===== config.mk =====
export PLATFORM = sky130hd
export DESIGN_NAME = stream_mux_nx1
export DESIGN_NICKNAME = d
export VERILOG_FILES = /design/src/rtl/stream_mux_pkg.sv /design/src/rtl/rr_arbiter_nx1.sv /design/src/rtl/stream_mux_nx1.sv
export SDC_FILE = /design/constraint.sdc
export NUM_CORES = 1
export LEC_CHECK = 0
export CORE_MARGIN = 4
export CORE_UTILIZATION = 30
export CTS_CLUSTER_SIZE = 30
export DETAILED_ROUTE_END_ITERATION = 10
export PLACE_DENSITY = 0.7
export SYNTH_ARGS = -nofsm -noshare
export SYNTH_HDL_FRONTEND = slang
export SYNTH_SLANG_ARGS = --single-unit

===== constraint.sdc =====
create_clock -name clk -period 3.5 [get_ports clk]
set_input_delay 0.7 -clock clk [delete_from_list [all_inputs] [get_ports clk]]
set_output_delay 0.7 -clock clk [all_outputs]
set_load 0.05 [all_outputs]

===== src/rtl/stream_mux_pkg.sv =====
// Shared constants for the N:1 stream multiplexer.
package stream_mux_pkg;

    localparam int unsigned SEL_EXT = 0;
    localparam int unsigned SEL_RR  = 1;

endpackage


===== src/rtl/rr_arbiter_nx1.sv =====
// Combinational round-robin arbiter: first requester at or after ptr, wrapping mod N.
// The pointer register lives in the parent.
module rr_arbiter_nx1 #(
    parameter  int unsigned N  = 8,
    localparam int unsigned SW = $clog2(N)
) (
    input  logic [N-1:0]  req,
    input  logic [SW-1:0] ptr,
    output logic [N-1:0]  gnt_onehot,
    output logic [SW-1:0] gnt_idx,
    output logic          any
);

    logic [SW-1:0] base;
    logic [SW:0]   sum;
    logic [SW-1:0] idx;

    always_comb begin
        gnt_onehot = '0;
        gnt_idx    = '0;
        any        = 1'b0;
        sum        = '0;
        idx        = '0;
        // An out-of-range pointer falls back to channel 0 so the scan stays inside 0..N-1.
        base       = ({1'b0, ptr} < (SW+1)'(N)) ? ptr : '0;
        for (int k = 0; k < N; k++) begin
            sum = {1'b0, base} + (SW+1)'(k);
            if (sum >= (SW+1)'(N)) begin
                sum = sum - (SW+1)'(N);
            end
            idx = sum[SW-1:0];
            if (!any && req[idx]) begin
                any             = 1'b1;
                gnt_idx         = idx;
                gnt_onehot[idx] = 1'b1;
            end
        end
    end

endmodule


===== src/rtl/stream_mux_nx1.sv =====
// N:1 valid/ready stream multiplexer with external-select or round-robin grant
// and a single registered output stage that holds under back-pressure.
module stream_mux_nx1
    import stream_mux_pkg::*;
#(
    parameter  int unsigned N    = 8,
    parameter  int unsigned W    = 1,
    parameter  int unsigned MODE = SEL_EXT,
    localparam int unsigned SW   = $clog2(N)
) (
    input  logic            clk,
    input  logic            rst,
    input  logic [N*W-1:0]  in_data,
    input  logic [N-1:0]    in_valid,
    output logic [N-1:0]    in_ready,
    input  logic [SW-1:0]   sel,
    output logic [W-1:0]    out_data,
    output logic [SW-1:0]   out_ch,
    output logic            out_valid,
    input  logic            out_ready
);

    logic          accept;
    logic [N-1:0]  ext_onehot;
    logic          ext_any;
    logic [N-1:0]  rr_onehot;
    logic [SW-1:0] rr_idx;
    logic          rr_any;
    logic [N-1:0]  gnt_onehot;
    logic [SW-1:0] gnt_idx;
    logic          any;
    logic [W-1:0]  mux_data;
    logic [SW-1:0] rr_ptr;
    logic [SW-1:0] rr_ptr_next;

    assign accept = !out_valid || out_ready;

    // Matching sel against each legal index means sel >= N simply grants nothing.
    always_comb begin
        ext_onehot = '0;
        for (int i = 0; i < N; i++) begin
            ext_onehot[i] = (sel == SW'(i)) && in_valid[i];
        end
    end

    assign ext_any = |ext_onehot;

    rr_arbiter_nx1 #(
        .N (N)
    ) u_arb (
        .req        (in_valid),
        .ptr        (rr_ptr),
        .gnt_onehot (rr_onehot),
        .gnt_idx    (rr_idx),
        .any        (rr_any)
    );

    always_comb begin
        if (MODE == SEL_RR) begin
            gnt_onehot = rr_onehot;
            gnt_idx    = rr_idx;
            any        = rr_any;
        end else begin
            gnt_onehot = ext_onehot;
            gnt_idx    = sel;
            any        = ext_any;
        end
    end

    always_comb begin
        mux_data = '0;
        for (int i = 0; i < N; i++) begin
            mux_data = mux_data | ({W{gnt_onehot[i]}} & in_data[i*W +: W]);
        end
    end

    assign in_ready    = (accept && !rst) ? gnt_onehot : '0;
    assign rr_ptr_next = (gnt_idx == SW'(N - 1)) ? '0 : gnt_idx + SW'(1);

    always_ff @(posedge clk) begin
        if (rst) begin
            out_valid <= 1'b0;
            out_data  <= '0;
            out_ch    <= '0;
            rr_ptr    <= '0;
        end else begin
            if (accept) begin
                out_valid <= any;
                if (any) begin
                    out_data <= mux_data;
                    out_ch   <= gnt_idx;
                end
            end
            if ((MODE == SEL_RR) && accept && any) begin
                rr_ptr <= rr_ptr_next;
            end
        end
    end

endmodule


# Word level (Yosys, flattened, before mapping)
# Cells that the tools add are included.
# Widths: inputs -> output; s select.
[totals]
out_inout_bits = 13
word_cells = 41
in_bits = 22
reg_bits = 5
[classes]
n_eq_ne = 7
n_reduce_logical = 15
bitwise = 15
mux = 1
[ops]
columns = ["operator", "n"]
rows = [
  ["$eq 3x3->1 const B", 4],
  ["$logic_and 1x1->1", 9],
  ["$and 1x1->1", 8],
  ["$mux 8", 1],
  ["$reduce_or 8->1", 1],
  ["$or 1x1->1", 7],
  ["$eq 3x2->1 const B", 2],
  ["$eq 3x1->1 const B", 1],
  ["$logic_not 3->1", 1],
  ["$logic_not 1->1", 2],
  ["$reduce_and 2->1", 1],
  ["$logic_or 1x1->1", 1],
]

# Depth between registers and ports, before layout
[logic_depth]
depth_word = 10
ltp_mapped = 6
depth_no_buf = 4

# Worst setup path after synthesis
# OpenSTA, ideal clock, no wires.
[synth_path]
kind = "in2out"
start = "input sel[1]"
end = "output in_ready[0]"
path_buffers = 1
arrival_ps = 2971
required_ps = 2800
stages = 3
slack_ps = -171
path_cell_list = "clkbuf_1 or3_1 nor4b_1"
[synth_between]
elab_chain_cells = 3
[synth_lines]
columns = ["element", "line_no", "rtl"]
rows = [
  ["start, declared", "stream_mux_nx1.sv:16", "input logic [SW-1:0] sel,"],
  ["$logic_not 3->1", "stream_mux_nx1.sv:42", "ext_onehot[i] = (sel == SW'(i)) && in_valid[i];"],
  ["$logic_and 1x1->1", "stream_mux_nx1.sv:42", ""],
  ["$mux 8", "stream_mux_nx1.sv:77", "assign in_ready = (accept && !rst) ? gnt_onehot : '0;"],
  ["end, declared", "stream_mux_nx1.sv:15", "output logic [N-1:0] in_ready,"],
]
# No other way between the ends.

# Final worst setup path
[layout_path]
start = "input rst"
end = "output in_ready[0]"
[layout_between]
elab_chain_cells = 3
[layout_lines]
columns = ["element", "line_no", "rtl"]
rows = [
  ["start, declared", "stream_mux_nx1.sv:12", "input logic rst,"],
  ["$logic_not 1->1", "stream_mux_nx1.sv:77", ""],
  ["$logic_and 1x1->1", "stream_mux_nx1.sv:77", ""],
  ["$mux 8", "stream_mux_nx1.sv:77", ""],
]
# No other way between the ends.

==> out/summary.txt <==
run status: completed
RSZ-0062 raised after global routing: false
Synth Register Bits: 5
Root Buffer: clkbuf_4
Fin Setup TNS: 0 ns
CTS Buffer Depth: 2
clk_skew: 0.000654 ns
fin crit period: 2.98 ns
clock sink total: 5
pre-CTS setup slack: 0.507 ns
clk_lat worst skew: 0.23 ns
vias per cell: 5.12
share of cells above drive strength 1: 0.196
most frequent cells in the layout: clkdlybuf4s50_1, nor2_1, nand3b_1, nand2b_1
largest net degree at the start of global routing: 17
Die Y: 49.6 um
die area: 2460 um^2
Fill cells: 144
antenna cell count: 0
global-route wire length before repair: 2.57 mm
Synthesized Nets: 89
hold endpoint: out_ch[2]$_SDFFE_PP0P_
Port Buffer Count: 34
residual DRC count: 0
Reg clk slew, reported paths: 0.04 ns
Avg Cell Area, Syn: 7.75 um^2
GR Overflow Total: 0
worst r2r dst: out_ch[0]$_SDFFE_PP0P_
RePlAce Congestion: 0.754
commonest non-fill, non-tap cell in the layout: clkdlybuf4s50_1
Area Overhead vs Synth: 80.5%
Starting Density: 0.329
Synth top area share: 0.193
Hold Path Stages: 2
placed cell area: 911 um^2
routed wire length: 1.55 mm
worst-margin pin slew: 0.501 ns
Worst EP arrival: 2.28 ns
cell count after synthesis: 67
Core ar.: 1580 um^2
Via Count: 604
final setup margin: 0.522 ns
final hold violation count: 0
Post-synth EDFFs: 0
fin util: 0.594
router iterations before antenna repair: 4
num ports: 35
Crit. End Element: output pin
CP startpoint kind: input pin
Finished Cell Area: 937 um^2
crit path max fanout: 10
Antenna Violating Nets Remaining: 0
Final Setup Violations: 0
Slew HR: 0.665
# H-tree levels: 1
Netlist cell types: 24
Std-Cell Rows: 14
sequential element share of the synthesized area: 0.193
Tcrit/Tclk final: 0.851
yosys warns: 0
DP Cell Count: 114
Die W: 49.6 um
reg2reg start: out_valid$_SDFFE_PP0N_
CP required: 2.80 ns
post-DR wirelength/cell: 13.2 um
f_max: 336 MHz
non-filler instance count after layout: 118
Hold Crit Start: out_ch[2]$_SDFFE_PP0P_
Detail Placement HPWL: 1.26 mm
Max-cap violations: 0
PD cells: 262 nW/um^2
post_cts resized: 0
number of global-route vias before repair: 572
fin. max-slew vios: 0
Synth area leaders: dfxtp_1, mux2i_1, nand3b_1
Synth Cell Area: 519 um^2
1st-iter DRT viols: 8
CTS tree: done
hold_buf cts: 0
Overall Global Routing Usage: 0.130
static leakage: 0.364 nW
total CTS buffers: 3
ys async rst share: 0
final net count: 125
initial antenna violation count: 0
top_reg_cell synth: dfxtp_1
flop-to-flop setup slack: 2.55 ns
largest area contributor in the netlist: dfxtp_1
Max rail drop VDD: 0.000215 V
postcts setup bufs: 0
HP Class: flop to flop
Worst R2R Path Depth: 3
Crit Path Category: input pin to output pin
## Yosys cell counts (all sizes together), types with 2 or more instances
| master | instances |
|---|---|
| buf | 4 |
| dfxtp | 5 |
| nand2b | 7 |
| nand3b | 8 |
| inv | 2 |
| nand2 | 4 |
| nor2 | 9 |
| clkbuf | 2 |
| nand3 | 5 |
| a21oi | 2 |
| o32ai | 2 |
| mux2i | 6 |
## final cells by class
class | instances | area, um^2 | share of cell area
timing repair buffer | 37 | 405 | 0.433
multi-input combinational | 54 | 378 | 0.403
sequential | 5 | 100 | 0.107
clock buffer | 4 | 26.3 | 0.0280
tap | 16 | 20.0 | 0.0214
inverter | 2 | 7.51 | 0.00801
## layer usage
layer / track usage / vias up / wire (um)
met3: 0.0361 / 0 / 131
met5: 0 / - / 0
met2: 0.200 / 25 / 696
met1: 0.166 / 268 / 725
li1: - / 311 / -
met4: 0.0553 / 0 / 0
## per-stage QoR
step                      hold slack (ns)  power, mW
after detailed placement            0.472      0.184
after global placement              0.469      0.183
after global routing                0.494      0.262
after floorplan                     0.693      0.138
after CTS                           0.479      0.250
final                               0.474      0.246
## worst max-delay path by stage
stage          slack (ns)  depth (start not counted)           to    from
6_report             0.52                          4  in_ready[0]     rst
5_1_grt              0.42                          4  in_ready[0]     rst
4_1_cts              0.51                          4  in_ready[0]     rst
3_5_place_dp         0.51                          4  in_ready[0]     rst
3_3_place_gp         0.54                          4  in_ready[0]     rst
2_1_floorplan        0.51                          3  in_ready[0]  sel[1]
## critical path, cell delays in order
cell and delay (ns):
clkdlybuf4s50_1 0.54, or3_1 0.47, nor4b_2 0.38, buf_12 0.18
## logic make-up (layout without fill, tap and decap cells)
logic type             Yosys count  after routing  synth area share
buffers and inverters            8             43            0.0916
AND/OR/NAND/NOR                 39             39             0.434
flip-flops                       5              5             0.193
multiplexers                     7              7             0.145
AO/OA/AOI/OAI                    8              8             0.137
## registers in the layout, indices dropped and copies added (netlist names)
signal     count
out_valid      1
out_ch         3
out_data       1
## where the power goes
part           internal (mW)  leakage, nW  switching, mW
clock                 0.0429       0.0150         0.0202
sequential            0.0633       0.0414        0.00312
combinational         0.0577        0.308         0.0588
Note: power is estimated with default switching activity, not from simulation.
